==> src/rtl/axi_pkg.sv <==
// Shared AXI definitions: response encoding used by the full AXI4 and
// AXI4-Lite interfaces and by the protocol converters built on them.
package axi_pkg;

  typedef logic [1:0] resp_t;

  localparam resp_t RESP_OKAY   = 2'b00;
  localparam resp_t RESP_EXOKAY = 2'b01;
  localparam resp_t RESP_SLVERR = 2'b10;
  localparam resp_t RESP_DECERR = 2'b11;

endpackage

==> src/rtl/axi_intf.sv <==
// AXI4 (AXI_BUS) and AXI4-Lite (AXI_LITE) interface bundles.
//   AXI_BUS  : AW/W/B/AR/R channels with id, len, size, burst, lock, cache,
//              prot, qos, region, atop and user sidebands.
//              Modports Master and Slave.
//   AXI_LITE : AW/W/B/AR/R channels with addr, prot, data, strb, resp only.
//              Modports Master and Slave.
interface AXI_BUS #(
  parameter int unsigned AXI_ADDR_WIDTH = 32,
  parameter int unsigned AXI_DATA_WIDTH = 32,
  parameter int unsigned AXI_ID_WIDTH   = 8,
  parameter int unsigned AXI_USER_WIDTH = 8
);
  localparam int unsigned AXI_STRB_WIDTH = AXI_DATA_WIDTH / 8;

  logic [AXI_ID_WIDTH-1:0]   aw_id;
  logic [AXI_ADDR_WIDTH-1:0] aw_addr;
  logic [7:0]                aw_len;
  logic [2:0]                aw_size;
  logic [1:0]                aw_burst;
  logic                      aw_lock;
  logic [3:0]                aw_cache;
  logic [2:0]                aw_prot;
  logic [3:0]                aw_qos;
  logic [3:0]                aw_region;
  logic [5:0]                aw_atop;
  logic [AXI_USER_WIDTH-1:0] aw_user;
  logic                      aw_valid;
  logic                      aw_ready;

  logic [AXI_DATA_WIDTH-1:0] w_data;
  logic [AXI_STRB_WIDTH-1:0] w_strb;
  logic                      w_last;
  logic [AXI_USER_WIDTH-1:0] w_user;
  logic                      w_valid;
  logic                      w_ready;

  logic [AXI_ID_WIDTH-1:0]   b_id;
  axi_pkg::resp_t            b_resp;
  logic [AXI_USER_WIDTH-1:0] b_user;
  logic                      b_valid;
  logic                      b_ready;

  logic [AXI_ID_WIDTH-1:0]   ar_id;
  logic [AXI_ADDR_WIDTH-1:0] ar_addr;
  logic [7:0]                ar_len;
  logic [2:0]                ar_size;
  logic [1:0]                ar_burst;
  logic                      ar_lock;
  logic [3:0]                ar_cache;
  logic [2:0]                ar_prot;
  logic [3:0]                ar_qos;
  logic [3:0]                ar_region;
  logic [AXI_USER_WIDTH-1:0] ar_user;
  logic                      ar_valid;
  logic                      ar_ready;

  logic [AXI_ID_WIDTH-1:0]   r_id;
  logic [AXI_DATA_WIDTH-1:0] r_data;
  axi_pkg::resp_t            r_resp;
  logic                      r_last;
  logic [AXI_USER_WIDTH-1:0] r_user;
  logic                      r_valid;
  logic                      r_ready;

  modport Master (
    output aw_id, aw_addr, aw_len, aw_size, aw_burst, aw_lock, aw_cache, aw_prot,
           aw_qos, aw_region, aw_atop, aw_user, aw_valid, input aw_ready,
    output w_data, w_strb, w_last, w_user, w_valid, input w_ready,
    input  b_id, b_resp, b_user, b_valid, output b_ready,
    output ar_id, ar_addr, ar_len, ar_size, ar_burst, ar_lock, ar_cache, ar_prot,
           ar_qos, ar_region, ar_user, ar_valid, input ar_ready,
    input  r_id, r_data, r_resp, r_last, r_user, r_valid, output r_ready
  );

  modport Slave (
    input  aw_id, aw_addr, aw_len, aw_size, aw_burst, aw_lock, aw_cache, aw_prot,
           aw_qos, aw_region, aw_atop, aw_user, aw_valid, output aw_ready,
    input  w_data, w_strb, w_last, w_user, w_valid, output w_ready,
    output b_id, b_resp, b_user, b_valid, input b_ready,
    input  ar_id, ar_addr, ar_len, ar_size, ar_burst, ar_lock, ar_cache, ar_prot,
           ar_qos, ar_region, ar_user, ar_valid, output ar_ready,
    output r_id, r_data, r_resp, r_last, r_user, r_valid, input r_ready
  );
endinterface

interface AXI_LITE #(
  parameter int unsigned AXI_ADDR_WIDTH = 32,
  parameter int unsigned AXI_DATA_WIDTH = 32
);
  localparam int unsigned AXI_STRB_WIDTH = AXI_DATA_WIDTH / 8;

  logic [AXI_ADDR_WIDTH-1:0] aw_addr;
  logic [2:0]                aw_prot;
  logic                      aw_valid;
  logic                      aw_ready;

  logic [AXI_DATA_WIDTH-1:0] w_data;
  logic [AXI_STRB_WIDTH-1:0] w_strb;
  logic                      w_valid;
  logic                      w_ready;

  axi_pkg::resp_t            b_resp;
  logic                      b_valid;
  logic                      b_ready;

  logic [AXI_ADDR_WIDTH-1:0] ar_addr;
  logic [2:0]                ar_prot;
  logic                      ar_valid;
  logic                      ar_ready;

  logic [AXI_DATA_WIDTH-1:0] r_data;
  axi_pkg::resp_t            r_resp;
  logic                      r_valid;
  logic                      r_ready;

  modport Master (
    output aw_addr, aw_prot, aw_valid, input aw_ready,
    output w_data, w_strb, w_valid, input w_ready,
    input  b_resp, b_valid, output b_ready,
    output ar_addr, ar_prot, ar_valid, input ar_ready,
    input  r_data, r_resp, r_valid, output r_ready
  );

  modport Slave (
    input  aw_addr, aw_prot, aw_valid, output aw_ready,
    input  w_data, w_strb, w_valid, output w_ready,
    output b_resp, b_valid, input b_ready,
    input  ar_addr, ar_prot, ar_valid, output ar_ready,
    output r_data, r_resp, r_valid, input r_ready
  );
endinterface

==> src/rtl/axi_to_axi_lite_adapter.sv <==
// AXI4 slave port to AXI4-Lite master port converter.
// One outstanding transaction per direction; read and write paths are
// independent. Single-beat transfers (len==0) are forwarded to the Lite
// side; bursts are absorbed locally and answered with SLVERR.
// Ports:
//   clk_i   : clock, rising edge
//   rst_i   : asynchronous active-high reset
//   slave   : AXI_BUS.Slave  (full AXI4, AW/W/B/AR/R)
//   master  : AXI_LITE.Master (AXI4-Lite, AW/W/B/AR/R)
module axi_to_axi_lite_adapter
  import axi_pkg::*;
#(
  parameter int unsigned AXI_ADDR_WIDTH = 32,
  parameter int unsigned AXI_DATA_WIDTH = 32,
  parameter int unsigned AXI_ID_WIDTH   = 8,
  parameter int unsigned AXI_USER_WIDTH = 8
) (
  input  logic    clk_i,
  input  logic    rst_i,
  AXI_BUS.Slave   slave,
  AXI_LITE.Master master
);

  typedef enum logic [2:0] {
    W_IDLE, W_ADDR_DATA, W_BRESP_WAIT, W_SEND_B, W_DRAIN
  } w_state_e;

  typedef enum logic [2:0] {
    R_IDLE, R_ADDR, R_DATA_WAIT, R_SEND, R_ERR
  } r_state_e;

  // ---------------- write path ----------------
  w_state_e                  w_state, w_state_nxt;
  logic [AXI_ID_WIDTH-1:0]   w_id;
  resp_t                     w_resp;
  logic                      aw_done, w_done;
  logic [AXI_ADDR_WIDTH-1:0] w_addr;
  logic [2:0]                w_prot;

  logic s_aw_ready, s_w_ready, s_b_valid;
  logic m_aw_valid, m_w_valid, m_b_ready;
  logic aw_hs_s, aw_hs_m, w_hs_m;

  always_comb begin
    w_state_nxt = w_state;
    s_aw_ready  = 1'b0;
    s_w_ready   = 1'b0;
    s_b_valid   = 1'b0;
    m_aw_valid  = 1'b0;
    m_w_valid   = 1'b0;
    m_b_ready   = 1'b0;
    case (w_state)
      W_IDLE: begin
        s_aw_ready = 1'b1;
        if (slave.aw_valid)
          w_state_nxt = (slave.aw_len == 8'd0) ? W_ADDR_DATA : W_DRAIN;
      end
      W_ADDR_DATA: begin
        // W is a straight passthrough until its beat has been taken once
        m_aw_valid = ~aw_done;
        m_w_valid  = slave.w_valid & ~w_done;
        s_w_ready  = master.w_ready & ~w_done;
        if ((aw_done | (m_aw_valid & master.aw_ready)) &&
            (w_done  | (m_w_valid  & master.w_ready)))
          w_state_nxt = W_BRESP_WAIT;
      end
      W_BRESP_WAIT: begin
        m_b_ready = 1'b1;
        if (master.b_valid) w_state_nxt = W_SEND_B;
      end
      W_SEND_B: begin
        s_b_valid = 1'b1;
        if (slave.b_ready) w_state_nxt = W_IDLE;
      end
      W_DRAIN: begin
        s_w_ready = 1'b1;
        if (slave.w_valid && slave.w_last) w_state_nxt = W_SEND_B;
      end
      default: w_state_nxt = W_IDLE;
    endcase
  end

  assign aw_hs_s = (w_state == W_IDLE) & slave.aw_valid;
  assign aw_hs_m = m_aw_valid & master.aw_ready;
  assign w_hs_m  = m_w_valid & master.w_ready;

  always_ff @(posedge clk_i or posedge rst_i) begin
    if (rst_i) begin
      w_state <= W_IDLE;
      w_id    <= '0;
      w_resp  <= RESP_OKAY;
      aw_done <= 1'b0;
      w_done  <= 1'b0;
    end else begin
      w_state <= w_state_nxt;
      if (aw_hs_s) begin
        w_id    <= slave.aw_id;
        aw_done <= 1'b0;
        w_done  <= 1'b0;
      end
      if (aw_hs_m) aw_done <= 1'b1;
      if (w_hs_m)  w_done  <= 1'b1;
      if (w_state == W_BRESP_WAIT && master.b_valid) w_resp <= master.b_resp;
      if (w_state == W_DRAIN && slave.w_valid && slave.w_last) w_resp <= RESP_SLVERR;
    end
  end

  always_ff @(posedge clk_i) begin
    if (aw_hs_s) begin
      w_addr <= slave.aw_addr;
      w_prot <= slave.aw_prot;
    end
  end

  // Readies are held low for the whole reset interval, not just after it
  assign slave.aw_ready  = s_aw_ready & ~rst_i;
  assign slave.w_ready   = s_w_ready;
  assign slave.b_valid   = s_b_valid;
  assign slave.b_id      = w_id;
  assign slave.b_resp    = w_resp;
  assign slave.b_user    = '0;

  assign master.aw_valid = m_aw_valid;
  assign master.aw_addr  = w_addr;
  assign master.aw_prot  = w_prot;
  assign master.w_valid  = m_w_valid;
  assign master.w_data   = slave.w_data;
  assign master.w_strb   = slave.w_strb;
  assign master.b_ready  = m_b_ready;

  // ---------------- read path ----------------
  r_state_e                  r_state, r_state_nxt;
  logic [AXI_ID_WIDTH-1:0]   r_id;
  resp_t                     r_resp;
  logic [7:0]                r_cnt;
  logic [AXI_DATA_WIDTH-1:0] r_data;
  logic [AXI_ADDR_WIDTH-1:0] r_addr;
  logic [2:0]                r_prot;

  logic s_ar_ready, s_r_valid, s_r_last;
  logic m_ar_valid, m_r_ready;
  logic ar_hs_s, r_hs_m;

  always_comb begin
    r_state_nxt = r_state;
    s_ar_ready  = 1'b0;
    s_r_valid   = 1'b0;
    s_r_last    = 1'b0;
    m_ar_valid  = 1'b0;
    m_r_ready   = 1'b0;
    case (r_state)
      R_IDLE: begin
        s_ar_ready = 1'b1;
        if (slave.ar_valid)
          r_state_nxt = (slave.ar_len == 8'd0) ? R_ADDR : R_ERR;
      end
      R_ADDR: begin
        m_ar_valid = 1'b1;
        if (master.ar_ready) r_state_nxt = R_DATA_WAIT;
      end
      R_DATA_WAIT: begin
        m_r_ready = 1'b1;
        if (master.r_valid) r_state_nxt = R_SEND;
      end
      R_SEND: begin
        s_r_valid = 1'b1;
        s_r_last  = 1'b1;
        if (slave.r_ready) r_state_nxt = R_IDLE;
      end
      R_ERR: begin
        // r_cnt counts remaining beats after the current one
        s_r_valid = 1'b1;
        s_r_last  = (r_cnt == 8'd0);
        if (slave.r_ready && r_cnt == 8'd0) r_state_nxt = R_IDLE;
      end
      default: r_state_nxt = R_IDLE;
    endcase
  end

  assign ar_hs_s = (r_state == R_IDLE) & slave.ar_valid;
  assign r_hs_m  = (r_state == R_DATA_WAIT) & master.r_valid;

  always_ff @(posedge clk_i or posedge rst_i) begin
    if (rst_i) begin
      r_state <= R_IDLE;
      r_id    <= '0;
      r_resp  <= RESP_OKAY;
      r_cnt   <= 8'd0;
    end else begin
      r_state <= r_state_nxt;
      if (ar_hs_s) begin
        r_id   <= slave.ar_id;
        r_cnt  <= slave.ar_len;
        r_resp <= (slave.ar_len == 8'd0) ? RESP_OKAY : RESP_SLVERR;
      end
      if (r_hs_m) r_resp <= master.r_resp;
      if (r_state == R_ERR && slave.r_ready && r_cnt != 8'd0) r_cnt <= r_cnt - 8'd1;
    end
  end

  // Error beats carry zero data, so the data register is cleared on accept
  always_ff @(posedge clk_i) begin
    if (ar_hs_s) begin
      r_addr <= slave.ar_addr;
      r_prot <= slave.ar_prot;
      r_data <= '0;
    end
    if (r_hs_m) r_data <= master.r_data;
  end

  assign slave.ar_ready  = s_ar_ready & ~rst_i;
  assign slave.r_valid   = s_r_valid;
  assign slave.r_last    = s_r_last;
  assign slave.r_id      = r_id;
  assign slave.r_data    = r_data;
  assign slave.r_resp    = r_resp;
  assign slave.r_user    = '0;

  assign master.ar_valid = m_ar_valid;
  assign master.ar_addr  = r_addr;
  assign master.ar_prot  = r_prot;
  assign master.r_ready  = m_r_ready;

  // Sidebands with no AXI-Lite counterpart
  logic unused_fields;
  assign unused_fields = ^{slave.aw_size, slave.aw_burst, slave.aw_lock, slave.aw_cache,
                           slave.aw_qos, slave.aw_region, slave.aw_atop, slave.aw_user,
                           slave.w_user, slave.ar_size, slave.ar_burst, slave.ar_lock,
                           slave.ar_cache, slave.ar_qos, slave.ar_region, slave.ar_user};

endmodule

==> src/flat_wrapper.sv <==
// flat-port wrapper written by rule: the top's interface ports become plain ports
module axi_to_axi_lite_adapter_flat import axi_pkg::*;
#(
  parameter int unsigned AXI_ADDR_WIDTH = 32,
  parameter int unsigned AXI_DATA_WIDTH = 32,
  parameter int unsigned AXI_ID_WIDTH   = 8,
  parameter int unsigned AXI_USER_WIDTH = 8
)
  (clk_i, rst_i, slave_aw_id, slave_aw_addr, slave_aw_len, slave_aw_size, slave_aw_burst, slave_aw_lock, slave_aw_cache, slave_aw_prot, slave_aw_qos, slave_aw_region, slave_aw_atop, slave_aw_user, slave_aw_valid, slave_aw_ready, slave_w_data, slave_w_strb, slave_w_last, slave_w_user, slave_w_valid, slave_w_ready, slave_b_id, slave_b_resp, slave_b_user, slave_b_valid, slave_b_ready, slave_ar_id, slave_ar_addr, slave_ar_len, slave_ar_size, slave_ar_burst, slave_ar_lock, slave_ar_cache, slave_ar_prot, slave_ar_qos, slave_ar_region, slave_ar_user, slave_ar_valid, slave_ar_ready, slave_r_id, slave_r_data, slave_r_resp, slave_r_last, slave_r_user, slave_r_valid, slave_r_ready, master_aw_addr, master_aw_prot, master_aw_valid, master_aw_ready, master_w_data, master_w_strb, master_w_valid, master_w_ready, master_b_resp, master_b_valid, master_b_ready, master_ar_addr, master_ar_prot, master_ar_valid, master_ar_ready, master_r_data, master_r_resp, master_r_valid, master_r_ready);
  AXI_BUS #(.AXI_ADDR_WIDTH(AXI_ADDR_WIDTH), .AXI_DATA_WIDTH(AXI_DATA_WIDTH), .AXI_ID_WIDTH(AXI_ID_WIDTH), .AXI_USER_WIDTH(AXI_USER_WIDTH)) slave_i ();
  AXI_LITE #(.AXI_ADDR_WIDTH(AXI_ADDR_WIDTH), .AXI_DATA_WIDTH(AXI_DATA_WIDTH)) master_i ();
  input  logic clk_i;
  input  logic rst_i;
  input wire logic [$bits(slave_i.aw_id)-1:0] slave_aw_id;
  input wire logic [$bits(slave_i.aw_addr)-1:0] slave_aw_addr;
  input wire logic [$bits(slave_i.aw_len)-1:0] slave_aw_len;
  input wire logic [$bits(slave_i.aw_size)-1:0] slave_aw_size;
  input wire logic [$bits(slave_i.aw_burst)-1:0] slave_aw_burst;
  input wire logic [$bits(slave_i.aw_lock)-1:0] slave_aw_lock;
  input wire logic [$bits(slave_i.aw_cache)-1:0] slave_aw_cache;
  input wire logic [$bits(slave_i.aw_prot)-1:0] slave_aw_prot;
  input wire logic [$bits(slave_i.aw_qos)-1:0] slave_aw_qos;
  input wire logic [$bits(slave_i.aw_region)-1:0] slave_aw_region;
  input wire logic [$bits(slave_i.aw_atop)-1:0] slave_aw_atop;
  input wire logic [$bits(slave_i.aw_user)-1:0] slave_aw_user;
  input wire logic [$bits(slave_i.aw_valid)-1:0] slave_aw_valid;
  output wire logic [$bits(slave_i.aw_ready)-1:0] slave_aw_ready;
  input wire logic [$bits(slave_i.w_data)-1:0] slave_w_data;
  input wire logic [$bits(slave_i.w_strb)-1:0] slave_w_strb;
  input wire logic [$bits(slave_i.w_last)-1:0] slave_w_last;
  input wire logic [$bits(slave_i.w_user)-1:0] slave_w_user;
  input wire logic [$bits(slave_i.w_valid)-1:0] slave_w_valid;
  output wire logic [$bits(slave_i.w_ready)-1:0] slave_w_ready;
  output wire logic [$bits(slave_i.b_id)-1:0] slave_b_id;
  output wire logic [$bits(slave_i.b_resp)-1:0] slave_b_resp;
  output wire logic [$bits(slave_i.b_user)-1:0] slave_b_user;
  output wire logic [$bits(slave_i.b_valid)-1:0] slave_b_valid;
  input wire logic [$bits(slave_i.b_ready)-1:0] slave_b_ready;
  input wire logic [$bits(slave_i.ar_id)-1:0] slave_ar_id;
  input wire logic [$bits(slave_i.ar_addr)-1:0] slave_ar_addr;
  input wire logic [$bits(slave_i.ar_len)-1:0] slave_ar_len;
  input wire logic [$bits(slave_i.ar_size)-1:0] slave_ar_size;
  input wire logic [$bits(slave_i.ar_burst)-1:0] slave_ar_burst;
  input wire logic [$bits(slave_i.ar_lock)-1:0] slave_ar_lock;
  input wire logic [$bits(slave_i.ar_cache)-1:0] slave_ar_cache;
  input wire logic [$bits(slave_i.ar_prot)-1:0] slave_ar_prot;
  input wire logic [$bits(slave_i.ar_qos)-1:0] slave_ar_qos;
  input wire logic [$bits(slave_i.ar_region)-1:0] slave_ar_region;
  input wire logic [$bits(slave_i.ar_user)-1:0] slave_ar_user;
  input wire logic [$bits(slave_i.ar_valid)-1:0] slave_ar_valid;
  output wire logic [$bits(slave_i.ar_ready)-1:0] slave_ar_ready;
  output wire logic [$bits(slave_i.r_id)-1:0] slave_r_id;
  output wire logic [$bits(slave_i.r_data)-1:0] slave_r_data;
  output wire logic [$bits(slave_i.r_resp)-1:0] slave_r_resp;
  output wire logic [$bits(slave_i.r_last)-1:0] slave_r_last;
  output wire logic [$bits(slave_i.r_user)-1:0] slave_r_user;
  output wire logic [$bits(slave_i.r_valid)-1:0] slave_r_valid;
  input wire logic [$bits(slave_i.r_ready)-1:0] slave_r_ready;
  output wire logic [$bits(master_i.aw_addr)-1:0] master_aw_addr;
  output wire logic [$bits(master_i.aw_prot)-1:0] master_aw_prot;
  output wire logic [$bits(master_i.aw_valid)-1:0] master_aw_valid;
  input wire logic [$bits(master_i.aw_ready)-1:0] master_aw_ready;
  output wire logic [$bits(master_i.w_data)-1:0] master_w_data;
  output wire logic [$bits(master_i.w_strb)-1:0] master_w_strb;
  output wire logic [$bits(master_i.w_valid)-1:0] master_w_valid;
  input wire logic [$bits(master_i.w_ready)-1:0] master_w_ready;
  input wire logic [$bits(master_i.b_resp)-1:0] master_b_resp;
  input wire logic [$bits(master_i.b_valid)-1:0] master_b_valid;
  output wire logic [$bits(master_i.b_ready)-1:0] master_b_ready;
  output wire logic [$bits(master_i.ar_addr)-1:0] master_ar_addr;
  output wire logic [$bits(master_i.ar_prot)-1:0] master_ar_prot;
  output wire logic [$bits(master_i.ar_valid)-1:0] master_ar_valid;
  input wire logic [$bits(master_i.ar_ready)-1:0] master_ar_ready;
  input wire logic [$bits(master_i.r_data)-1:0] master_r_data;
  input wire logic [$bits(master_i.r_resp)-1:0] master_r_resp;
  input wire logic [$bits(master_i.r_valid)-1:0] master_r_valid;
  output wire logic [$bits(master_i.r_ready)-1:0] master_r_ready;
  assign slave_i.aw_id = slave_aw_id;
  assign slave_i.aw_addr = slave_aw_addr;
  assign slave_i.aw_len = slave_aw_len;
  assign slave_i.aw_size = slave_aw_size;
  assign slave_i.aw_burst = slave_aw_burst;
  assign slave_i.aw_lock = slave_aw_lock;
  assign slave_i.aw_cache = slave_aw_cache;
  assign slave_i.aw_prot = slave_aw_prot;
  assign slave_i.aw_qos = slave_aw_qos;
  assign slave_i.aw_region = slave_aw_region;
  assign slave_i.aw_atop = slave_aw_atop;
  assign slave_i.aw_user = slave_aw_user;
  assign slave_i.aw_valid = slave_aw_valid;
  assign slave_aw_ready = slave_i.aw_ready;
  assign slave_i.w_data = slave_w_data;
  assign slave_i.w_strb = slave_w_strb;
  assign slave_i.w_last = slave_w_last;
  assign slave_i.w_user = slave_w_user;
  assign slave_i.w_valid = slave_w_valid;
  assign slave_w_ready = slave_i.w_ready;
  assign slave_b_id = slave_i.b_id;
  assign slave_b_resp = slave_i.b_resp;
  assign slave_b_user = slave_i.b_user;
  assign slave_b_valid = slave_i.b_valid;
  assign slave_i.b_ready = slave_b_ready;
  assign slave_i.ar_id = slave_ar_id;
  assign slave_i.ar_addr = slave_ar_addr;
  assign slave_i.ar_len = slave_ar_len;
  assign slave_i.ar_size = slave_ar_size;
  assign slave_i.ar_burst = slave_ar_burst;
  assign slave_i.ar_lock = slave_ar_lock;
  assign slave_i.ar_cache = slave_ar_cache;
  assign slave_i.ar_prot = slave_ar_prot;
  assign slave_i.ar_qos = slave_ar_qos;
  assign slave_i.ar_region = slave_ar_region;
  assign slave_i.ar_user = slave_ar_user;
  assign slave_i.ar_valid = slave_ar_valid;
  assign slave_ar_ready = slave_i.ar_ready;
  assign slave_r_id = slave_i.r_id;
  assign slave_r_data = slave_i.r_data;
  assign slave_r_resp = slave_i.r_resp;
  assign slave_r_last = slave_i.r_last;
  assign slave_r_user = slave_i.r_user;
  assign slave_r_valid = slave_i.r_valid;
  assign slave_i.r_ready = slave_r_ready;
  assign master_aw_addr = master_i.aw_addr;
  assign master_aw_prot = master_i.aw_prot;
  assign master_aw_valid = master_i.aw_valid;
  assign master_i.aw_ready = master_aw_ready;
  assign master_w_data = master_i.w_data;
  assign master_w_strb = master_i.w_strb;
  assign master_w_valid = master_i.w_valid;
  assign master_i.w_ready = master_w_ready;
  assign master_i.b_resp = master_b_resp;
  assign master_i.b_valid = master_b_valid;
  assign master_b_ready = master_i.b_ready;
  assign master_ar_addr = master_i.ar_addr;
  assign master_ar_prot = master_i.ar_prot;
  assign master_ar_valid = master_i.ar_valid;
  assign master_i.ar_ready = master_ar_ready;
  assign master_i.r_data = master_r_data;
  assign master_i.r_resp = master_r_resp;
  assign master_i.r_valid = master_r_valid;
  assign master_r_ready = master_i.r_ready;
  axi_to_axi_lite_adapter #(.AXI_ADDR_WIDTH(AXI_ADDR_WIDTH), .AXI_DATA_WIDTH(AXI_DATA_WIDTH), .AXI_ID_WIDTH(AXI_ID_WIDTH), .AXI_USER_WIDTH(AXI_USER_WIDTH)) u_core (.clk_i(clk_i), .rst_i(rst_i), .slave(slave_i), .master(master_i));
endmodule
==> config.mk <==
export PLATFORM = sky130hd
export DESIGN_NAME = axi_to_axi_lite_adapter_flat
export DESIGN_NICKNAME = d
export VERILOG_FILES = /design/src/rtl/axi_pkg.sv /design/src/rtl/axi_intf.sv /design/src/rtl/axi_to_axi_lite_adapter.sv /design/src/flat_wrapper.sv
export SDC_FILE = /design/constraint.sdc
export NUM_CORES = 1
export LEC_CHECK = 0
export ABC_CLOCK_PERIOD_IN_PS = 2550
export BUFFER_PORTS_ARGS = -buffer_cell sky130_fd_sc_hd__buf_4
export CAP_MARGIN = 20
export CELL_PAD_IN_SITES_DETAIL_PLACEMENT = 0
export CELL_PAD_IN_SITES_GLOBAL_PLACEMENT = 1
export CORE_AREA = 2 2 170 172
export CTS_BUF_LIST = sky130_fd_sc_hd__clkbuf_16
export DETAILED_ROUTE_END_ITERATION = 16
export DIE_AREA = 0 0 172 174
export PLACE_DENSITY_LB_ADDON = 0.1
export SYNTH_ARGS = -nofsm -noshare
export SYNTH_HDL_FRONTEND = slang
export SYNTH_SLANG_ARGS = --single-unit
==> constraint.sdc <==
create_clock -name clk_i -period 2.55 [get_ports clk_i]
set_input_delay 0.6375 -clock clk_i [delete_from_list [all_inputs] [get_ports clk_i]]
set_output_delay 0.6375 -clock clk_i [all_outputs]
set_load 0.01 [all_outputs]
==> impl_metrics.py <==
metrics = {
    "run_status": {
        "status": "completed",
    },
    "cells_and_area": {
        "drive_above_1_share_pct": 51.73,
        "nFillCells": 2965,
        "seq_area_mm2": 0.003969,
        "fin_nets": 907,
        "n_antenna_cell": 0,
        "syn2layout_area_growth_pct": 49.54,
        "postLayoutCellArea_mm2": 0.008461,
        "multi_input_area_mm2": 0.001232,
        "fin_util_pct": 29.96,
        "stdcell_count": 1049,
    },
    "critical_path": {
        "rr_worst_depth": 6,
        "worstPathCellList": "or3b_2, o21ai_0, buf_4",
        "cpPeakStageDelay_ps": 510,
        "cp_data_required_time_ps": 1910,
        "end_kind": "primary output",
        "crit_slowest_cell": "or3b_2",
        "crit_fanout": 8,
        "start_kind": "flip-flop",
        "crit_type": "reg2out",
        "crit_arrival_ps": 1790,
    },
    "timing": {
        "rsz0062_at_grt": "false",
        "worst_pin_slew_ps": 797.0,
        "setup_viol": 0,
        "worst_slack_ps": 123.1,
        "finalCriticalPeriod_ps": 2427,
        "hold_viol": 0,
        "slew_headroom_pct": 46.46,
        "report.final.slew_viol_count": 0,
        "clock_skew_ps": 11.35,
        "post-route-period-util_pct": 95.17,
        "tns_ps": 0,
        "fmax_mhz": 412.0,
        "whs_ps": 122.2,
    },
    "route": {
        "viasPerCell": 3.786,
        "drt-wirelength-per-cell_um": 16.12,
        "first_iter_violations": 168,
        "drc": 0,
        "antenna_left": 0,
        "drt_wl_total_mm": 16.91,
        "vias": 3972,
        "dr.pass1.iters": 4,
    },
    "grt": {
        "grt_pass1_vias": 4080,
        "grt_pass1_wl_mm": 24.56,
        "met3_usage_pct": 4.508,
        "antenna_found_initial": 0,
        "overflow": 0,
        "grt_use_total_pct": 11.08,
        "grt_max_degree": 37,
        "grtUsageMet1_pct": 12.04,
        "grt.busiest_layer": "met2",
        "use_met2_pct": 19.11,
    },
    "clock_tree": {
        "path_clk_slew_ps": 70,
        "cts_num_sinks": 138,
        "holdBufCountCts": 0,
        "cts.htree.levels": 4,
        "cts_buffer_depth": 2,
        "cts-root-buf": "clkbuf_16",
        "cts_tree": "done",
        "clock_latency_ps": 420,
        "cts_setup_buffers": 0,
        "cts_made_buffers": 17,
    },
    "floorplanning": {
        "dieHeight_um": 174,
        "die_area_mm2": 0.02993,
        "ios": 438,
        "core_area_mm2": 0.02824,
        "initial_core_util_pct": 20.04,
        "row_count": 62,
        "die_width_um": 172,
    },
    "synth": {
        "syn_avg_cell_area_um2": 14.40,
        "syn_inst": 393,
        "synth-edff-count": 102,
        "synth_flop_cell": "edfxtp_1",
        "ys_types": 53,
        "ys_async_sr_fraction_pct": 26.09,
        "ys_warn_count": 0,
        "ys_seq_area_share_pct": 70.06,
        "synth-seq-cells": 138,
        "netlist_area_mm2": 0.005658,
    },
    "placement": {
        "dp_hpwl_mm": 12.96,
        "place_inst": 1017,
        "gp_congestion": 0.7428,
        "placed_cell_area_mm2": 0.007901,
        "numPortBuffers": 283,
        "dpl_worst_slack_ps": 325.3,
    },
    "power_and_ir_drop": {
        "fin_total_pwr_mw": 7.844,
        "irDropWorstVdd_v": 0.0003287,
        "p_leak_nw": 3.627,
        "p_per_area_mw_per_mm2": 927.1,
    },
    "min_path": {
        "hold_path.class": "in2async",
    },
    "run": {
        "drv_cap": 0,
    },
}
flip-flops by register name (all words and copies together), names as in the netlist:
register,flops
u_core.aw_done,1
u_core.master.ar_addr,32
u_core.master.ar_prot,3
u_core.master.aw_addr,32
u_core.master.aw_prot,3
u_core.r_cnt,8
u_core.r_state,3
u_core.slave.b_id,8
u_core.slave.b_resp,2
u_core.slave.r_data,32
u_core.slave.r_id,8
u_core.slave.r_resp,2
u_core.w_done,1
u_core.w_state,3
cell usage after synthesis, types with 2 or more instances:
| library cell | count | share of area [%] |
|---|---|---|
| nand2_1 | 33 | 2.2 |
| o22ai_1 | 2 | 0.22 |
| o21ai_0 | 6 | 0.53 |
| nor4b_1 | 2 | 0.31 |
| and3_1 | 2 | 0.22 |
| nand3b_1 | 3 | 0.40 |
| buf_4 | 52 | 6.9 |
| a221o_1 | 3 | 0.53 |
| a21oi_1 | 3 | 0.27 |
| nor3_1 | 7 | 0.62 |
| inv_1 | 11 | 0.73 |
| a22o_1 | 4 | 0.62 |
| nor4_1 | 2 | 0.22 |
| clkbuf_1 | 7 | 0.46 |
| nor2b_1 | 3 | 0.33 |
| nand3_1 | 3 | 0.27 |
| edfxtp_1 | 102 | 54 |
| nor2_1 | 19 | 1.3 |
| dfrtp_1 | 36 | 16 |
| buf_2 | 3 | 0.27 |
| ha_1 | 2 | 0.44 |
| a32oi_1 | 2 | 0.31 |
| and2_1 | 33 | 3.6 |
| clkbuf_8 | 2 | 0.49 |
| a22o_2 | 2 | 0.35 |
| mux2_2 | 9 | 1.8 |
| mux2i_1 | 8 | 1.4 |
| nand2b_1 | 3 | 0.33 |
| o21a_1 | 2 | 0.27 |
| or4_1 | 4 | 0.53 |
path summary, 6_finish.rpt:
check                                       endpoint  slack [ps]                  from
setup / recovery                        slave_r_last         120     u_core.r_state[0]
min in group clk_i         u_core.master.ar_addr[30]         390     slave_ar_addr[30]
setup reg to reg              u_core.slave.r_data[1]         460     u_core.r_state[0]
hold reg to reg                 u_core.slave.r_id[6]         480  u_core.slave.r_id[6]
max in group asynchronous          u_core.w_state[0]        1730                 rst_i
hold / removal                     u_core.r_state[1]         120                 rst_i
critical path, delay by kind of cell (launching register included):
kind	cells	cell delay, ps
buf+inv	1	160
compound gates	1	200
simple gates	1	510
flops	1	490
logic make-up (layout without fill, tap and decap cells):
kind of cell | count (synthesis) | in the layout | share of synthesized area, %
AOI/OAI and AO/OA | 36 | 36 | 5.109
other | 1 | 16 | 0.06628
muxes | 17 | 17 | 3.207
buffers and inverters | 77 | 334 | 9.155
adders and majority gates | 2 | 2 | 0.4422
DFF | 138 | 138 | 70.06
and+or+nand+nor | 122 | 122 | 11.96
final cells by class:
type	count	share of cell area (%)
clock buffer	17	5.028
clock inverter	15	1.523
inverter	12	0.5620
multi-input combinational	193	14.57
sequential	138	46.91
tap	384	5.679
timing repair buffer	290	25.73
power breakdown:
part | total (mW) | internal (mW) | switching [mW]
combinational | 2.16 | 1.07 | 1.09
sequential | 3.32 | 3.01 | 0.315
clock | 2.37 | 1.28 | 1.09
total | 7.84 | 5.35 | 2.49
metal layers:
metal	up-vias	wire length (um)
met5	-	0
met4	0	323
met3	33	1755
met2	206	8543
met1	1880	6289
li1	1853	-
cells in the final DEF, fill, tap and decap left out, types with 4 or more instances in the layout:
cell type  instances
buf_4            290
edfxtp_1         102
nand2_1           33
and2_1            33
dfrtp_1           32
nor2_1            19
clkbuf_16         17
conb_1            16
inv_1             11
mux2_2             9
mux2i_1            8
nor3_1             7
inv_6              7
o21ai_0            6
or4_1              4
a22o_1             4
dfrtp_2            4
what timing repair did:
item / in CTS / in global routing
endpoints found under the setup margin: 0 / 2
gates resized for setup: 0 / 4
endpoints found under the hold margin: 0 / 0
Power figures use the tool's default switching activity.
